File: src/rtl/mem_req_scheduler_pkg.sv
// Shared state encoding and AXI constants for the L1 memory request scheduler.
package mem_req_pkg;

  typedef enum logic [2:0] {
    ST_IDLE = 3'd0,
    ST_AR   = 3'd1,
    ST_R    = 3'd2,
    ST_AW   = 3'd3,
    ST_W    = 3'd4,
    ST_B    = 3'd5
  } state_t;

  localparam logic [1:0] AXI_RESP_OKAY = 2'b00;
  localparam logic [1:0] BURST_INCR    = 2'b01;
  localparam logic [2:0] SIZE_WORD     = 3'd2;
  localparam logic [3:0] ID_I          = 4'd0;
  localparam logic [3:0] ID_D          = 4'd1;

endpackage

File: src/rtl/mem_req_scheduler_rr_arb2.sv
// Two-way round-robin arbiter: on a tie the requester not granted last wins.
module rr_arb2 (
  input  logic       ACLK,
  input  logic       ARESETn,
  input  logic [1:0] req,
  input  logic       upd,
  output logic [1:0] gnt
);

  logic prio_r;  // 1'b0: bit 0 wins a tie, 1'b1: bit 1 wins a tie

  // Grant decode from requests and tie-break pointer
  always_comb begin
    gnt = 2'b00;
    case (req)
      2'b01:   gnt = 2'b01;
      2'b10:   gnt = 2'b10;
      2'b11:   gnt = prio_r ? 2'b10 : 2'b01;
      default: gnt = 2'b00;
    endcase
  end

  // Pointer moves past whichever side was just granted
  always_ff @(posedge ACLK) begin
    if (!ARESETn) begin
      prio_r <= 1'b0;
    end else if (upd && (gnt != 2'b00)) begin
      prio_r <= gnt[0];
    end
  end

endmodule

File: src/rtl/mem_req_scheduler.sv
// Shares one AXI master between I-cache refills, D-cache refills and D-cache
// write-throughs; one transaction outstanding, round-robin between I and D.
module mem_req_scheduler
  import mem_req_pkg::*;
#(
  parameter int                ADDR_W     = 32,
  parameter logic [3:0]        REFILL_LEN = 4'd3,
  parameter logic [ADDR_W-1:0] UC_BASE    = 32'h1000_0000,
  parameter logic [ADDR_W-1:0] UC_LIMIT   = 32'h1000_03FF
) (
  input  logic              ACLK,
  input  logic              ARESETn,
  input  logic              i_req,
  input  logic [ADDR_W-1:0] i_addr,
  input  logic              d_rreq,
  input  logic              d_wreq,
  input  logic [ADDR_W-1:0] d_addr,
  input  logic [31:0]       d_wdata,
  input  logic [3:0]        d_wstrb,
  output logic              i_rvalid,
  output logic              d_rvalid,
  output logic [31:0]       rdata,
  output logic              i_done,
  output logic              d_done,
  output logic              err,
  output logic [3:0]        ARID,
  output logic [ADDR_W-1:0] ARADDR,
  output logic [3:0]        ARLEN,
  output logic [2:0]        ARSIZE,
  output logic [1:0]        ARBURST,
  output logic              ARVALID,
  input  logic              ARREADY,
  input  logic [3:0]        RID,
  input  logic [31:0]       RDATA,
  input  logic [1:0]        RRESP,
  input  logic              RLAST,
  input  logic              RVALID,
  output logic              RREADY,
  output logic [3:0]        AWID,
  output logic [ADDR_W-1:0] AWADDR,
  output logic [3:0]        AWLEN,
  output logic [2:0]        AWSIZE,
  output logic [1:0]        AWBURST,
  output logic              AWVALID,
  input  logic              AWREADY,
  output logic [31:0]       WDATA,
  output logic [3:0]        WSTRB,
  output logic              WLAST,
  output logic              WVALID,
  input  logic              WREADY,
  input  logic [3:0]        BID,
  input  logic [1:0]        BRESP,
  input  logic              BVALID,
  output logic              BREADY
);

  function automatic logic in_uc_window(input logic [ADDR_W-1:0] addr);
    return (addr >= UC_BASE) && (addr <= UC_LIMIT);
  endfunction

  state_t            state_r;
  logic [ADDR_W-1:0] addr_r;
  logic [31:0]       wdata_r;
  logic [3:0]        wstrb_r;
  logic [3:0]        arlen_r;
  logic              sel_d_r;
  logic              rerr_r;
  logic [31:0]       rdata_r;
  logic              i_rvalid_r;
  logic              d_rvalid_r;
  logic              i_done_r;
  logic              d_done_r;
  logic              err_r;
  logic [1:0]        req_s;
  logic [1:0]        gnt_s;
  logic              idle_ok_s;
  logic              unused_s;

  assign req_s     = {d_rreq | d_wreq, i_req};
  // Requesters see done one cycle before they can drop req, so hold off a re-grant then
  assign idle_ok_s = (state_r == ST_IDLE) && !(i_done_r || d_done_r);
  assign unused_s  = ^{RID, BID};

  rr_arb2 u_arb (
    .ACLK    (ACLK),
    .ARESETn (ARESETn),
    .req     (req_s),
    .upd     (idle_ok_s),
    .gnt     (gnt_s)
  );

  // Transaction FSM, request latches and registered response signals
  always_ff @(posedge ACLK) begin
    if (!ARESETn) begin
      state_r    <= ST_IDLE;
      addr_r     <= '0;
      wdata_r    <= 32'h0;
      wstrb_r    <= 4'h0;
      arlen_r    <= 4'd0;
      sel_d_r    <= 1'b0;
      rerr_r     <= 1'b0;
      rdata_r    <= 32'h0;
      i_rvalid_r <= 1'b0;
      d_rvalid_r <= 1'b0;
      i_done_r   <= 1'b0;
      d_done_r   <= 1'b0;
      err_r      <= 1'b0;
    end else begin
      i_rvalid_r <= 1'b0;
      d_rvalid_r <= 1'b0;
      i_done_r   <= 1'b0;
      d_done_r   <= 1'b0;
      err_r      <= 1'b0;
      case (state_r)
        ST_IDLE: begin
          if (idle_ok_s && (gnt_s != 2'b00)) begin
            rerr_r <= 1'b0;
            if (gnt_s[1]) begin
              sel_d_r <= 1'b1;
              addr_r  <= d_addr;
              wdata_r <= d_wdata;
              wstrb_r <= d_wstrb;
              arlen_r <= (d_rreq && in_uc_window(d_addr)) ? 4'd0 : REFILL_LEN;
              // Read wins when both D strobes are (illegally) high
              state_r <= d_rreq ? ST_AR : ST_AW;
            end else begin
              sel_d_r <= 1'b0;
              addr_r  <= i_addr;
              arlen_r <= REFILL_LEN;
              state_r <= ST_AR;
            end
          end
        end
        ST_AR: begin
          if (ARREADY) state_r <= ST_R;
        end
        ST_R: begin
          if (RVALID) begin
            rdata_r    <= RDATA;
            i_rvalid_r <= !sel_d_r;
            d_rvalid_r <= sel_d_r;
            if (RLAST) begin
              i_done_r <= !sel_d_r;
              d_done_r <= sel_d_r;
              err_r    <= rerr_r || (RRESP != AXI_RESP_OKAY);
              state_r  <= ST_IDLE;
            end else begin
              rerr_r <= rerr_r || (RRESP != AXI_RESP_OKAY);
            end
          end
        end
        ST_AW: begin
          if (AWREADY) state_r <= ST_W;
        end
        ST_W: begin
          if (WREADY) state_r <= ST_B;
        end
        ST_B: begin
          if (BVALID) begin
            d_done_r <= 1'b1;
            err_r    <= (BRESP != AXI_RESP_OKAY);
            state_r  <= ST_IDLE;
          end
        end
        default: state_r <= ST_IDLE;
      endcase
    end
  end

  // Channel handshakes decoded from the registered state
  always_comb begin
    ARVALID = 1'b0;
    RREADY  = 1'b0;
    AWVALID = 1'b0;
    WVALID  = 1'b0;
    WLAST   = 1'b0;
    BREADY  = 1'b0;
    case (state_r)
      ST_AR:   ARVALID = 1'b1;
      ST_R:    RREADY  = 1'b1;
      ST_AW:   AWVALID = 1'b1;
      ST_W: begin
        WVALID = 1'b1;
        WLAST  = 1'b1;
      end
      ST_B:    BREADY  = 1'b1;
      default: ARVALID = 1'b0;
    endcase
  end

  assign ARID     = sel_d_r ? ID_D : ID_I;
  assign ARADDR   = addr_r;
  assign ARLEN    = arlen_r;
  assign ARSIZE   = SIZE_WORD;
  assign ARBURST  = BURST_INCR;
  assign AWID     = ID_D;
  assign AWADDR   = addr_r;
  assign AWLEN    = 4'd0;
  assign AWSIZE   = SIZE_WORD;
  assign AWBURST  = BURST_INCR;
  assign WDATA    = wdata_r;
  assign WSTRB    = wstrb_r;
  assign rdata    = rdata_r;
  assign i_rvalid = i_rvalid_r;
  assign d_rvalid = d_rvalid_r;
  assign i_done   = i_done_r;
  assign d_done   = d_done_r;
  assign err      = err_r;

endmodule

File: config.mk
export PLATFORM = sky130hd
export DESIGN_NAME = mem_req_scheduler
export DESIGN_NICKNAME = d
export VERILOG_FILES = /design/src/rtl/mem_req_scheduler_pkg.sv /design/src/rtl/mem_req_scheduler_rr_arb2.sv /design/src/rtl/mem_req_scheduler.sv
export SDC_FILE = /design/constraint.sdc
export NUM_CORES = 1
export LEC_CHECK = 0
export ABC_AREA = 0
export BUFFER_PORTS_ARGS = -buffer_cell sky130_fd_sc_hd__buf_4
export CAP_MARGIN = 20
export CORE_AREA = 2 2 127 129
export CTS_CLUSTER_SIZE = 10
export DETAILED_ROUTE_END_ITERATION = 16
export DIE_AREA = 0 0 129 131
export GPL_ROUTABILITY_DRIVEN = 0
export GPL_TIMING_DRIVEN = 0
export HOLD_SLACK_MARGIN = 0.02
export PLACE_DENSITY_LB_ADDON = 0.1
export SLEW_MARGIN = 15
export SYNTH_ARGS = -nofsm -noshare
export SYNTH_HDL_FRONTEND = slang
export SYNTH_SLANG_ARGS = --single-unit
File: constraint.sdc
create_clock -name ACLK -period 3.75 [get_ports ACLK]
set_clock_uncertainty 0.05 [all_clocks]
set_input_delay 0.9375 -clock ACLK [delete_from_list [all_inputs] [get_ports ACLK]]
set_output_delay 0.9375 -clock ACLK [all_outputs]
set_load 0.005 [all_outputs]
==> impl_metrics.csv <==
group,metric,value,unit
logic_synthesis,ys.warnings.count,0,
floorplanning,rows,46,
min_path,holdPathStages,2,
final_layout,nets,1061,
placed_design,io_buffers,291,
route,wl_per_cell,14.77,um
logic_synthesis,synth_cells,583,
cts,clkTransAtPathRegs,0.07,ns
sta,finalSetupViolCount,0,
cts,htree_levels,3,
cts,cts_resized,0,
critical_path,worstRegToRegCells,7,
cts,cts_setup_buffers,0,
route,wl_met1,6475,um
critical_path,critPathMaxFanout,10,
logic_synthesis,synth_edf_count,0,
critical_path,critPathLaunchType,"flop",
route,num_vias,4905,
global_route,antenna_found_initial,0,
final_layout,num-fill-cells,1530,
critical_path,r2r_setup_slack,2.09,ns
route,drc,0,
route,routed_wl,16640,um
cts,cts_buffers,9,
min_path,min_from,"rdata[31]",
route,ant_nets,0,
critical_path,required,2.76,ns
critical_path,criticalPathCategory,"reg -> out",
final_layout,final_layout_size_suffix_gt1_share,48.85,%
pwr,power_leakage,3.729,nW
critical_path,crit_start,"state_r[2]",
cts,clock_sinks,112,
sta,finalHoldViolations,0,
logic_synthesis,synth.distinct_cells,44,
cts,tritoncts,"built",
floorplanning,die-area,16900,um^2
route,top_layer,"met4",
final_layout,area_delta_synth_final,54.70,%
final_layout,postLayoutCoreUtil,51.36,%
route,wl_met3,1294,um
logic_synthesis,synthArstFlopShare,0,%
final_layout,diodes,0,
global_route,grt-ovfl-total,0,
sta,period_minus_slack,2.681,ns
route,routed-wl-met2,8642,um
floorplanning,die_h,131,um
critical_path,rr_startpoint,"state_r[1]",
floorplanning,start_util,33.20,%
route,drtPass1Iterations,4,
min_path,hold_class,"reg -> reg",
pwr,p_per_area,694.1,nW/um^2
critical_path,worstReg2RegEnd,"ARADDR[7]",
route,vias_per_cell,4.352,
global_route,grt_pass1_vias,4669,
cts,ctsHoldBuffers,0,
sta,max_clock_freq,373.0,MHz
pwr,vdd_drop_max,0.3143,mV
cts,clock-root-buffer,"clkbuf_16",
sta,fin_tns_setup,0,ns
route,drt_iter0_drc,101,
global_route,grt_usage,18.44,%
cts,worstSkewPairLatency,0.35,ns
job,drv_cap,0,
sta,slew_violations,0,
global_route,grt_max_degree,18,
min_path,hold_path_end,"rdata[31]",
sta,grt_setup_unrepaired,"no",
floorplanning,io_pins,324,
floorplanning,coreArea,15600,um^2
sta,whs,0.4057,ns
logic_synthesis,syn_area,5179,um^2
outcome,status,"completed",
cts,cts_buffer_depth,2,
sta,worst_pin_slew,0.7177,ns
floorplanning,die_x,129,um
logic_synthesis,yosysSeqAreaShare,43.30,%
logic_synthesis,synth_flop_cell,"dfxtp_1",
critical_path,endpoint_kind,"output port",
placed_design,hpwlAfterDp,13430,um
sta,fin_crit_sh,71.49,%
critical_path,cp.arrival,1.69,ns
global_route,grt_pass1_wl,24090,um
logic_synthesis,synth-seq-cells,112,
sta,relSlewSlack,52.16,%
logic_synthesis,syn_avg_cell_area,8.883,um^2
sequential cells by signal, summed over array words and instances, names as in the netlist:
signal / flops
WSTRB: 4
rdata: 32
err: 1
rerr_r: 1
sel_d_r: 1
i_done: 1
ARADDR: 32
ARLEN: 1
state_r: 3
i_rvalid: 1
d_rvalid: 1
d_done: 1
u_arb.prio_r: 1
WDATA: 32
final cells by class:
class / count / area, um^2 / area share, %
Buffer: 100 / 738.2 / 9.214
Clock buffer: 11 / 242.7 / 3.030
Tap cell: 216 / 270.3 / 3.373
Multi-Input combinational cell: 388 / 2262 / 28.24
Timing Repair Buffer: 291 / 2185 / 27.27
Clock inverter: 5 / 56.30 / 0.7028
Sequential cell: 112 / 2242 / 27.99
Inverter: 4 / 15.01 / 0.1874
power breakdown:
group / switching (mW) / internal (mW) / leakage [nW]
registers: 0.254 / 1.52 / 0.918
logic: 1.28 / 1.53 / 2.67
clock network: 0.442 / 0.536 / 0.145
critical path: stages (launching register included):
cell     delay [ns]
dfxtp_1        0.39
buf_6          0.17
inv_1          0.06
nor3_1         0.43
buf_4          0.20
buf_4          0.10
cell families (layout without fill, tap and decap cells):
family          count (synthesis)  after routing  share of synthesized area [%]
simple gates                  210            210                          18.31
compound gates                119            119                          16.74
flops                         112            112                          43.30
buf+inv                       104            411                          14.54
mux                            36             36                          6.958
other cells                     2             23                         0.1450
cell usage in the layout (no fill, tap or decap), types with 3 or more instances in the layout:
cell         n
nor4_1       4
buf_4      358
a21oi_1     73
inv_1        3
nor2_1      20
nor2_2      16
nor3_1       3
nand2b_1     4
conb_1      23
a211oi_2    32
buf_2        4
clkbuf_1    15
buf_6       14
mux2i_1     36
clkbuf_16    9
dfxtp_1    112
and2_1       5
nand2_1    141
through the flow:
stage	setup WS, ns	total power, mW	std cells	cell area [um^2]
floorplan	1.681	3.426	604	5258
CTS	1.084	5.639	1127	8011
global route	1.035	5.941	1127	8011
finish	1.069	5.561	1127	8011
global placement	1.364	4.575	1111	7712
detailed placement	1.338	4.653	1111	7712
synth_stat cells (2+ instances only):
cell type / count / area [um^2]
inv_1: 3 / 11.26
nor2_2: 16 / 100.1
a211oi_2: 32 / 400.4
buf_4: 67 / 503.0
o21ai_0: 2 / 10.01
clkbuf_1: 14 / 52.55
mux2i_1: 36 / 360.4
a21oi_1: 73 / 365.4
conb_1: 2 / 7.510
nand3_1: 2 / 10.01
buf_2: 4 / 20.02
buf_6: 14 / 157.7
nor2_1: 20 / 75.07
nand2b_1: 4 / 25.02
dfxtp_1: 112 / 2242
nor4_1: 4 / 25.02
and4_1: 2 / 17.52
nor3b_1: 2 / 15.01
nor3_1: 3 / 15.01
nand2_1: 141 / 529.3
and2_1: 5 / 31.28
o211ai_1: 2 / 15.01
nor2b_1: 2 / 12.51
layer usage:
metal | vias to the layer above | track usage, %
met3 | 13 | 5.375
met5 | - | 0
li1 | 2515 | -
met4 | 0 | 5.946
met2 | 183 | 34.17
met1 | 2194 | 20.30
worst max-delay path by stage:
| stage | endpoint | slack, ns | cells past startpoint |
|---|---|---|---|
| after CTS | WVALID | 1.08 | 5 |
| after global placement | d_done | 1.36 | 5 |
| final | WVALID | 1.07 | 5 |
| after global routing | WVALID | 1.04 | 5 |
| after detailed placement | d_done | 1.34 | 5 |
| after floorplan | ARADDR[0] | 1.68 | 6 |
No activity file was read; power rests on OpenSTA's default activity.
